`config.mk`:
```
export PLATFORM = sky130hd
export DESIGN_NAME = arbitro_registro_flat
export DESIGN_NICKNAME = d
export VERILOG_FILES = /design/src/rtl/arbitro_registro_if.sv /design/src/rtl/arbitro_registro.sv /design/src/flat_wrapper.sv
export SDC_FILE = /design/constraint.sdc
export NUM_CORES = 1
export LEC_CHECK = 0
export BUFFER_PORTS_ARGS = -buffer_cell sky130_fd_sc_hd__buf_2
export CAP_MARGIN = 10
export CORE_MARGIN = 2
export CORE_UTILIZATION = 46
export CTS_CLUSTER_DIAMETER = 50
export DETAILED_ROUTE_END_ITERATION = 6
export MAX_ROUTING_LAYER = met4
export PLACE_DENSITY_LB_ADDON = 0.2
export SKIP_LAST_GASP = 1
export SLEW_MARGIN = 20
export SYNTH_ARGS = -nofsm -noshare
export SYNTH_HDL_FRONTEND = slang
export SYNTH_SLANG_ARGS = --single-unit
```
`constraint.sdc`:
```
create_clock -name clk -period 2.4 [get_ports clk]
set_input_delay 0.24 -clock clk [delete_from_list [all_inputs] [get_ports clk]]
set_output_delay 0.24 -clock clk [all_outputs]
set_load 0.05 [all_outputs]
```
`src/rtl/arbitro_registro_if.sv`:
```
// Request/grant bus between the requesters and the round-robin register arbiter.
// The master side drives requests and data; the slave side returns grant status.
interface arbitro_registro_if #(
    parameter int W = 8
);
    logic [3:0]     req;
    logic [4*W-1:0] din;
    logic [3:0]     gnt;
    logic [3:0]     ack;
    logic           carga;
    logic [W-1:0]   q;
    logic [1:0]     owner;
    logic           busy;

    modport master (
        output req, din,
        input  gnt, ack, carga, q, owner, busy
    );

    modport slave (
        input  req, din,
        output gnt, ack, carga, q, owner, busy
    );
endinterface

```
`src/rtl/arbitro_registro.sv`:
```
// Four-requester round-robin arbiter that loads the winner's data word into a shared
// register through a fixed IDLE -> GRANT -> LOAD -> DONE handshake.
module arbitro_registro #(
    parameter int W = 8
) (
    input  logic              clk,
    input  logic              reset,
    arbitro_registro_if.slave bus
);
    localparam int N = 4;

    typedef enum logic [1:0] {
        IDLE  = 2'd0,
        GRANT = 2'd1,
        LOAD  = 2'd2,
        DONE  = 2'd3
    } state_t;

    state_t       r_state;
    state_t       w_state_next;
    logic [1:0]   r_owner;
    logic [1:0]   w_owner_next;
    logic [1:0]   r_ptr;
    logic [W-1:0] r_q;
    logic [1:0]   w_winner;
    logic [1:0]   w_idx;
    logic [N-1:0] w_owner_onehot;

    // Scan from the highest offset down so the request nearest to r_ptr is written last.
    always_comb begin
        w_winner = r_ptr;
        w_idx    = r_ptr;
        for (int k = N - 1; k >= 0; k--) begin
            w_idx = r_ptr + 2'(k);
            if (bus.req[w_idx]) begin
                w_winner = w_idx;
            end
        end
    end

    always_comb begin
        w_state_next = r_state;
        w_owner_next = r_owner;
        case (r_state)
            IDLE: begin
                if (|bus.req) begin
                    w_owner_next = w_winner;
                    w_state_next = GRANT;
                end
            end
            GRANT: begin
                if (bus.req[r_owner]) begin
                    w_state_next = LOAD;
                end else begin
                    w_state_next = IDLE;
                end
            end
            LOAD:    w_state_next = DONE;
            DONE:    w_state_next = IDLE;
            default: w_state_next = IDLE;
        endcase
    end

    always_ff @(posedge clk or posedge reset) begin
        if (reset) begin
            r_state <= IDLE;
            r_owner <= 2'd0;
            r_ptr   <= 2'd0;
            r_q     <= '0;
        end else begin
            r_state <= w_state_next;
            r_owner <= w_owner_next;
            if (r_state == LOAD) begin
                r_q <= bus.din[r_owner*W +: W];
            end
            // An aborted grant returns through GRANT -> IDLE and leaves the pointer alone.
            if (r_state == DONE) begin
                r_ptr <= r_owner + 2'd1;
            end
        end
    end

    // Outputs depend only on registered state and owner, never on req or din.
    assign w_owner_onehot = N'(4'b0001 << r_owner);
    assign bus.gnt   = ((r_state == GRANT) || (r_state == LOAD)) ? w_owner_onehot : '0;
    assign bus.ack   = (r_state == DONE) ? w_owner_onehot : '0;
    assign bus.carga = (r_state == LOAD);
    assign bus.busy  = (r_state != IDLE);
    assign bus.q     = r_q;
    assign bus.owner = r_owner;
endmodule

```
`src/flat_wrapper.sv`:
```
// flat-port wrapper written by rule: the top's interface ports become plain ports
module arbitro_registro_flat 
#(
    parameter int W = 8
)
  (clk, reset, bus_req, bus_din, bus_gnt, bus_ack, bus_carga, bus_q, bus_owner, bus_busy);
  arbitro_registro_if #(.W(W)) bus_i ();
  input  logic clk;
  input  logic reset;
  input wire logic [$bits(bus_i.req)-1:0] bus_req;
  input wire logic [$bits(bus_i.din)-1:0] bus_din;
  output wire logic [$bits(bus_i.gnt)-1:0] bus_gnt;
  output wire logic [$bits(bus_i.ack)-1:0] bus_ack;
  output wire logic [$bits(bus_i.carga)-1:0] bus_carga;
  output wire logic [$bits(bus_i.q)-1:0] bus_q;
  output wire logic [$bits(bus_i.owner)-1:0] bus_owner;
  output wire logic [$bits(bus_i.busy)-1:0] bus_busy;
  assign bus_i.req = bus_req;
  assign bus_i.din = bus_din;
  assign bus_gnt = bus_i.gnt;
  assign bus_ack = bus_i.ack;
  assign bus_carga = bus_i.carga;
  assign bus_q = bus_i.q;
  assign bus_owner = bus_i.owner;
  assign bus_busy = bus_i.busy;
  arbitro_registro #(.W(W)) u_core (.clk(clk), .reset(reset), .bus(bus_i));
endmodule
```
==> impl_metrics.csv, run 1 <==
group,metric,value,unit
status,run_status,"complete, but fails checks",
status,violations,"hold timing",
layout,area_delta_synth_final,34.16,%
timing,setup_viol,0,
synthesis,ys_seq_elements,14,
timing,worst_pin_slew,0.5484,ns
synthesis,synth_top_area_share,0.3491,
synthesis,syn_avg_cell_area,12.70,um2
layout,drive_gt1_frac,0.5797,
hold_path,hp-class,"primary input to async pin",
global_routing,grt_pass1_vias,820,
layout,diodes,0,
clocking,insertion_delay,0.28,ns
floorplanning,ioPinCount,58,
clocking,cts.sinks,14,
floorplanning,core_area,0.002002,mm2
synthesis,synth-edff-count,0,
place,dpl.hpwl,1897,um
synthesis,synth_seq_area_share,0.3491,
synthesis,yosysUniqueCellTypes,22,
drt,drc_errors,0,
timing,max_freq,512.9,MHz
drt,postRouteAntennaNets,0,
synthesis,synth_top_cell_by_area,"dfrtp_1",
setup_path,critPathLaunchType,"flip-flop",
drt,vias,864,
drt,routed_wl,2350,um
clocking,cts-htree-levels,1,
synthesis,synthTopCellsByArea,"dfrtp_1 (35%), mux4_2 (18%), mux2_4 (10%)",
global_routing,grt_usage,0.1997,
power_and_ir_drop,finalPower,1.914,mW
timing,hold_viol_final,14,
clocking,cts-root-buf,"clkbuf_4",
drt,viasPerCell,5.236,
synthesis,synth-main-ff-cell,"dfrtp_1",
floorplanning,dieArea,0.002571,mm2
setup_path,end_kind,"primary output",
power_and_ir_drop,cellLeakagePower,0.7032,nW
timing,maxSlewHeadroom,0.6310,
global_routing,grt_pass1_wl,3657,um
floorplanning,die_height,50.71,um
global_routing,grt_start_max_net_pins,15,
floorplanning,start_util,0.5012,
timing,skew,0.0009891,ns
global_routing,overflow,0,
setup_path,cp.required,2.16,ns
clocking,clkTransAtPathRegs,0.09,ns
layout,fin_nets,185,
clocking,cts_buffer_depth,2,
setup_path,worstPathArrival,1.71,ns
global_routing,antenna_found_initial,0,
clocking,cts_made_buffers,3,
synthesis,yosys_warnings,0,
timing,report.final.slew_viol_count,0,
synthesis,synth_common_cells,"dfrtp_1 (14), and2_1 (8), ha_1 (8), inv_1 (8), mux4_2 (8)",
setup_path,worstPathMaxFanout,10,
drt,wl_per_cell,14.24,um
clocking,cts_setup_buffers,0,
synthesis,yosysMostFrequentCell,"dfrtp_1",
timing,hold_slack,-0.01849,ns
place,io_buffers,57,
floorplanning,rows,16,
drt,initialDrtViolationCount,3,
clocking,cts_tree,"yes",
synthesis,synthArstFlopShare,1.000,
setup_path,critPathKind,"flip-flop to primary output",
synthesis,synth_fp_nets,125,
timing,min_period,1.950,ns
timing,fin_tns_setup,0,ns
drt,dr.pass1.iters,2,
floorplanning,die_w,50.71,um
synthesis,netlist_instances,79,
clocking,post_cts_resized,0,
place,gp_congestion,0.7635,
power_and_ir_drop,power-per-cell-area,1422,mW/mm2
clocking,hold_buffers,0,
synthesis,synth_area,0.001003,mm2
timing,rsz0062_at_grt,"false",
job,maxCapViolations,0,
timing,period_share,0.8124,
power_and_ir_drop,peakVddDrop,0.0007934,V
area by class of cell:
cell class / instances / area (um2)
timing repair buffer: 58 / 292.8
multi-input combinational: 54 / 603.1
inverter: 8 / 30.03
tap: 27 / 33.78
clock buffer: 4 / 36.28
sequential: 14 / 350.3
fill: 175 / 655.6
stage by stage:
step	hold slack (ns)	setup WS [ns]	std cells	area (um2)	utilization
2_1_floorplan	0.1292	0.5283	79	1003	-
3_3_place_gp	0.3009	0.7799	161	1310	0.6544
3_5_place_dp	0.3079	0.7313	161	1310	0.6544
4_1_cts	0.0004489	0.4272	165	1346	0.6725
5_1_grt	0.04142	0.3189	165	1346	0.6725
6_report	-0.01849	0.4503	165	1346	0.6725
metal layers:
layer / share of wire / track usage / vias up
met5: 0 / - / -
met4: 0.024 / 0.1036 / 0
met3: 0.060 / 0.02976 / 6
met2: 0.53 / 0.3443 / 35
met1: 0.39 / 0.2239 / 414
li1: - / - / 409
sequential cells by signal (all words and copies together) (netlist names), named ones only:
| signal | flops |
|---|---|
| u_core.r_state | 1 |
| u_core.bus.owner | 2 |
| u_core.bus.q | 8 |
| u_core.r_ptr | 2 |
logic make-up after synthesis:
family | Yosys count | share of synthesized area
mux | 19 | 0.3429
simple gates | 15 | 0.08354
flops | 14 | 0.3491
compound gates | 12 | 0.07482
buf+inv | 11 | 0.04987
fa+ha+maj | 8 | 0.09975
cell usage in the layout, fill, tap and decap left out, drive strengths merged:
cell / Yosys / routed
buf: 2 / 58
a31oi: 3 / 3
o21ai: 4 / 4
o22ai: 1 / 1
mux2: 9 / 9
mux4: 9 / 9
a221oi: 1 / 1
a31o: 1 / 1
ha: 8 / 8
clkbuf: 1 / 4
dfrtp: 14 / 14
inv: 8 / 8
o211ai: 1 / 1
and2: 8 / 8
mux2i: 1 / 1
nand2b: 2 / 2
nor2: 4 / 4
a21oi: 1 / 1
nor4: 1 / 1
worst max-delay path, cell delays in order (launching register included):
cell and delay, ns:
dfrtp_1 0.41, inv_1 0.13, ha_1 0.53, buf_2 0.37
power breakdown:
part	leakage, nW	switching [mW]	internal (mW)
clock network	0.0210	0.0809	0.0922
registers	0.167	0.117	0.354
logic	0.515	0.791	0.480
total	0.703	0.988	0.926
path summary, 6_finish.rpt:
path                            cells past startpoint  slack (ns)                start             endpoint
worst max register to register                      3        0.72  u_core.bus.owner[0]      u_core.bus.q[0]
min in group clk                                    3        0.35           bus_req[1]  u_core.bus.owner[0]
worst min register to register                      1        0.52      u_core.bus.q[3]      u_core.bus.q[3]
worst min-delay path                                2       -0.02                reset      u_core.bus.q[0]
max in group asynchronous                           2        2.07                reset      u_core.r_ptr[0]
worst max-delay path                                3        0.45    u_core.r_state[0]            bus_carga
Note: power is estimated with default switching activity, not from simulation.
==> inputs of run 2 (changes only) <==
--- a/config.mk
+++ b/config.mk
@@ -5,10 +5,11 @@
 export SDC_FILE = /design/constraint.sdc
 export NUM_CORES = 1
 export LEC_CHECK = 0
+export ABC_AREA = 1
 export BUFFER_PORTS_ARGS = -buffer_cell sky130_fd_sc_hd__buf_2
 export CAP_MARGIN = 10
 export CORE_MARGIN = 2
-export CORE_UTILIZATION = 46
+export CORE_UTILIZATION = 45
 export CTS_CLUSTER_DIAMETER = 50
 export DETAILED_ROUTE_END_ITERATION = 6
 export MAX_ROUTING_LAYER = met4
==> constraint.sdc (replaced) <==
create_clock -name clk -period 1.9 [get_ports clk]
set_input_delay 0.19 -clock clk [delete_from_list [all_inputs] [get_ports clk]]
set_output_delay 0.19 -clock clk [all_outputs]
set_load 0.05 [all_outputs]
==> impl_metrics.csv, run 2 <==
group,metric,value,unit
timing,worst_slack,0.2320,ns
setup_path,critPathLaunchType,"flip-flop",
power_and_ir_drop,cellLeakagePower,0.8970,nW
synthesis,synth-main-ff-cell,"dfrtp_1",
setup_path,cp_top_family,"flip-flops",
drt,initialDrtViolationCount,19,
synthesis,synth_top_area_share,0.3011,
drt,vias,1366,
clocking,insertion_delay,0.28,ns
drt,routed_wl,2947,um
global_routing,overflow,0,
synthesis,synth_common_cells,"nor2_1 (43), nand2_1 (42), inv_1 (21), dfrtp_1 (14), o21ai_0 (14)",
synthesis,synth_area,0.001164,mm2
floorplanning,ioPinCount,58,
synthesis,yosysMostFrequentCell,"nor2_1",
place,dp_cells,269,
global_routing,grt_pass1_vias,1080,
layout,final_cell_mix,"buf_2 (57), nor2_1 (43), nand2_1 (42)",
timing,fin_tns_setup,0,ns
synthesis,ys_seq_elements,14,
global_routing,grt_pass1_wl,4554,um
layout,diodes,0,
floorplanning,rows,18,
status,run_status,"finished clean",
layout,layout_commonest_cell,"buf_2",
timing,rsz0062_at_grt,"false",
global_routing,grt_usage,0.2179,
layout,largest_reg_flops,8,
timing,setup_viol,0,
setup_path,worstPathMaxFanout,4,
drt,drc_errors,0,
clocking,cts-root-buf,"clkbuf_4",
setup_path,path_cells,"inv_1 > ha_1 > nand2_1 > inv_1 > buf_2",
drt,wl_per_cell,10.79,um
synthesis,synth_fp_nets,232,
timing,maxSlewHeadroom,0.6278,
hold_path,hp-class,"primary input to flip-flop",
layout,fin_nets,291,
hold_path,min_to,"u_core.bus.q[7]",
setup_path,slowest_delay,0.41,ns
clocking,cts.sinks,14,
setup_path,reg2reg_setup_slack,0.52,ns
global_routing,grt_start_max_net_pins,19,
setup_path,slowest_stage,"dfrtp_1",
timing,skew,0.002037,ns
timing,report.final.slew_viol_count,0,
timing,worst_pin_slew,0.5576,ns
synthesis,synth-edff-count,0,
timing,min_period,1.668,ns
setup_path,crit_top_cell,"inv_1",
synthesis,syn_avg_cell_area,6.256,um2
synthesis,synth_seq_area_share,0.3011,
timing,max_freq,599.5,MHz
setup_path,timing.rr.start,"u_core.r_ptr[0]",
setup_path,reg2regPathDepth,9,
layout,area_delta_synth_final,28.82,%
global_routing,antenna_found_initial,0,
hold_path,hp-start,"bus_din[15]",
drt,dr.pass1.iters,4,
place,dpl.hpwl,2299,um
setup_path,worstPathArrival,1.48,ns
synthesis,synth_top_cell_by_area,"dfrtp_1",
place,io_buffers,57,
synthesis,synthArstFlopShare,1.000,
layout,drive_gt1_frac,0.2798,
floorplanning,core_area,0.002455,mm2
drt,postRouteAntennaNets,0,
power_and_ir_drop,peakVddDrop,0.001252,V
synthesis,netlist_instances,186,
timing,period_share,0.8779,
clocking,cts_tree,"yes",
setup_path,cp.required,1.71,ns
place,pre_cts_ws,0.5463,ns
clocking,clkTransAtPathRegs,0.08,ns
setup_path,critPathKind,"flip-flop to primary output",
setup_path,crit_buf_inv,3,
power_and_ir_drop,power-per-cell-area,1959,mW/mm2
drt,viasPerCell,5.004,
synthesis,yosysUniqueCellTypes,18,
synthesis,yosys_warnings,0,
clocking,cts_buffer_depth,2,
floorplanning,dieArea,0.003009,mm2
setup_path,reg2reg_to,"u_core.bus.owner[0]",
floorplanning,die_height,54.85,um
floorplanning,start_util,0.4740,
layout,fin_cells,273,
job,maxCapViolations,0,
place,gp_congestion,0.8372,
setup_path,end_kind,"primary output",
layout,fillers,275,
floorplanning,die_w,54.85,um
clocking,cts_made_buffers,3,
hold_path,worstHoldPathCells,3,
timing,hold_viol_final,0,
clocking,cts-htree-levels,1,
synthesis,synthTopCellsByArea,"dfrtp_1 (30%), nor2_1 (14%), nand2_1 (14%)",
[run 2: how the worst max path moves through the flow]
stage,start,end,cells past startpoint
6_report,u_core.r_state[0],bus_gnt[2],5
5_1_grt,u_core.bus.owner[0],bus_ack[0],5
4_1_cts,u_core.r_state[0],bus_gnt[2],5
3_5_place_dp,u_core.bus.owner[0],flip-flop,7
3_3_place_gp,u_core.r_ptr[0],u_core.bus.owner[0],11
2_1_floorplan,u_core.bus.owner[0],bus_ack[2],6
[run 2: per-stage QoR]
| stage | util | power [mW] | instance area [um2] | hold WS [ns] |
|---|---|---|---|---|
| finish | 0.6106 | 2.936 | 1499 | 0.1817 |
| global route | 0.6106 | 3.234 | 1499 | 0.1705 |
| CTS | 0.6106 | 2.953 | 1499 | 0.1756 |
| detailed placement | 0.5974 | 2.772 | 1466 | 0.2711 |
| global placement | 0.5974 | 2.762 | 1466 | 0.2738 |
| floorplan | - | 2.336 | 1164 | 0.07922 |
[run 2: what timing repair did]
| item | 4_1_cts | 5_1_grt |
|---|---|---|
| endpoints found under the setup margin | 0 | 0 |
| setup buffers | 0 | 0 |
| endpoints found under the hold margin | 14 | 0 |
| hold buffers | 1 | 0 |
| gates resized for setup | 0 | 0 |
[run 2: power breakdown]
| group | switching (mW) | internal (mW) | total, mW |
|---|---|---|---|
| Sequential | 0.147 | 0.450 | 0.597 |
| Combinational | 1.53 | 0.632 | 2.17 |
| Clock | 0.0993 | 0.0736 | 0.173 |
| Total | 1.78 | 1.16 | 2.94 |
[run 2: metal layers]
metal | wire (um) | track usage | part of all wire
met1 | 1277 | 0.2496 | 0.43
met2 | 1424 | 0.3750 | 0.48
met3 | 190 | 0.06284 | 0.064
met4 | 55 | 0.04583 | 0.019
met5 | 0 | - | 0
[run 2: cells by family (layout without fill, tap and decap cells)]
kind of cell,count (synthesis),after routing,share of synthesized area
AND/OR/NAND/NOR,95,95,0.3194
AO/OA/AOI/OAI,37,37,0.1688
buffers and inverters,32,89,0.1247
flip-flops,14,14,0.3011
adder cells (fa/ha/maj),8,8,0.08602
[run 2: worst register-to-register path: cells and delay by family, from the launching register on]
kind	cells	cell delay [ns]
AND/OR/NAND/NOR	8	0.66
flip-flops	1	0.58
buffers and inverters	1	0.05
[run 2: final cells by class]
type                    count  area (um2)  area share
multi-input cells         140       668.1      0.4457
flip-flops and latches     14       350.3      0.2337
repair buffers             62       325.3      0.2170
inverters                  24       95.09     0.06344
well taps                  30       37.54     0.02504
clock buffers               3       22.52     0.01503
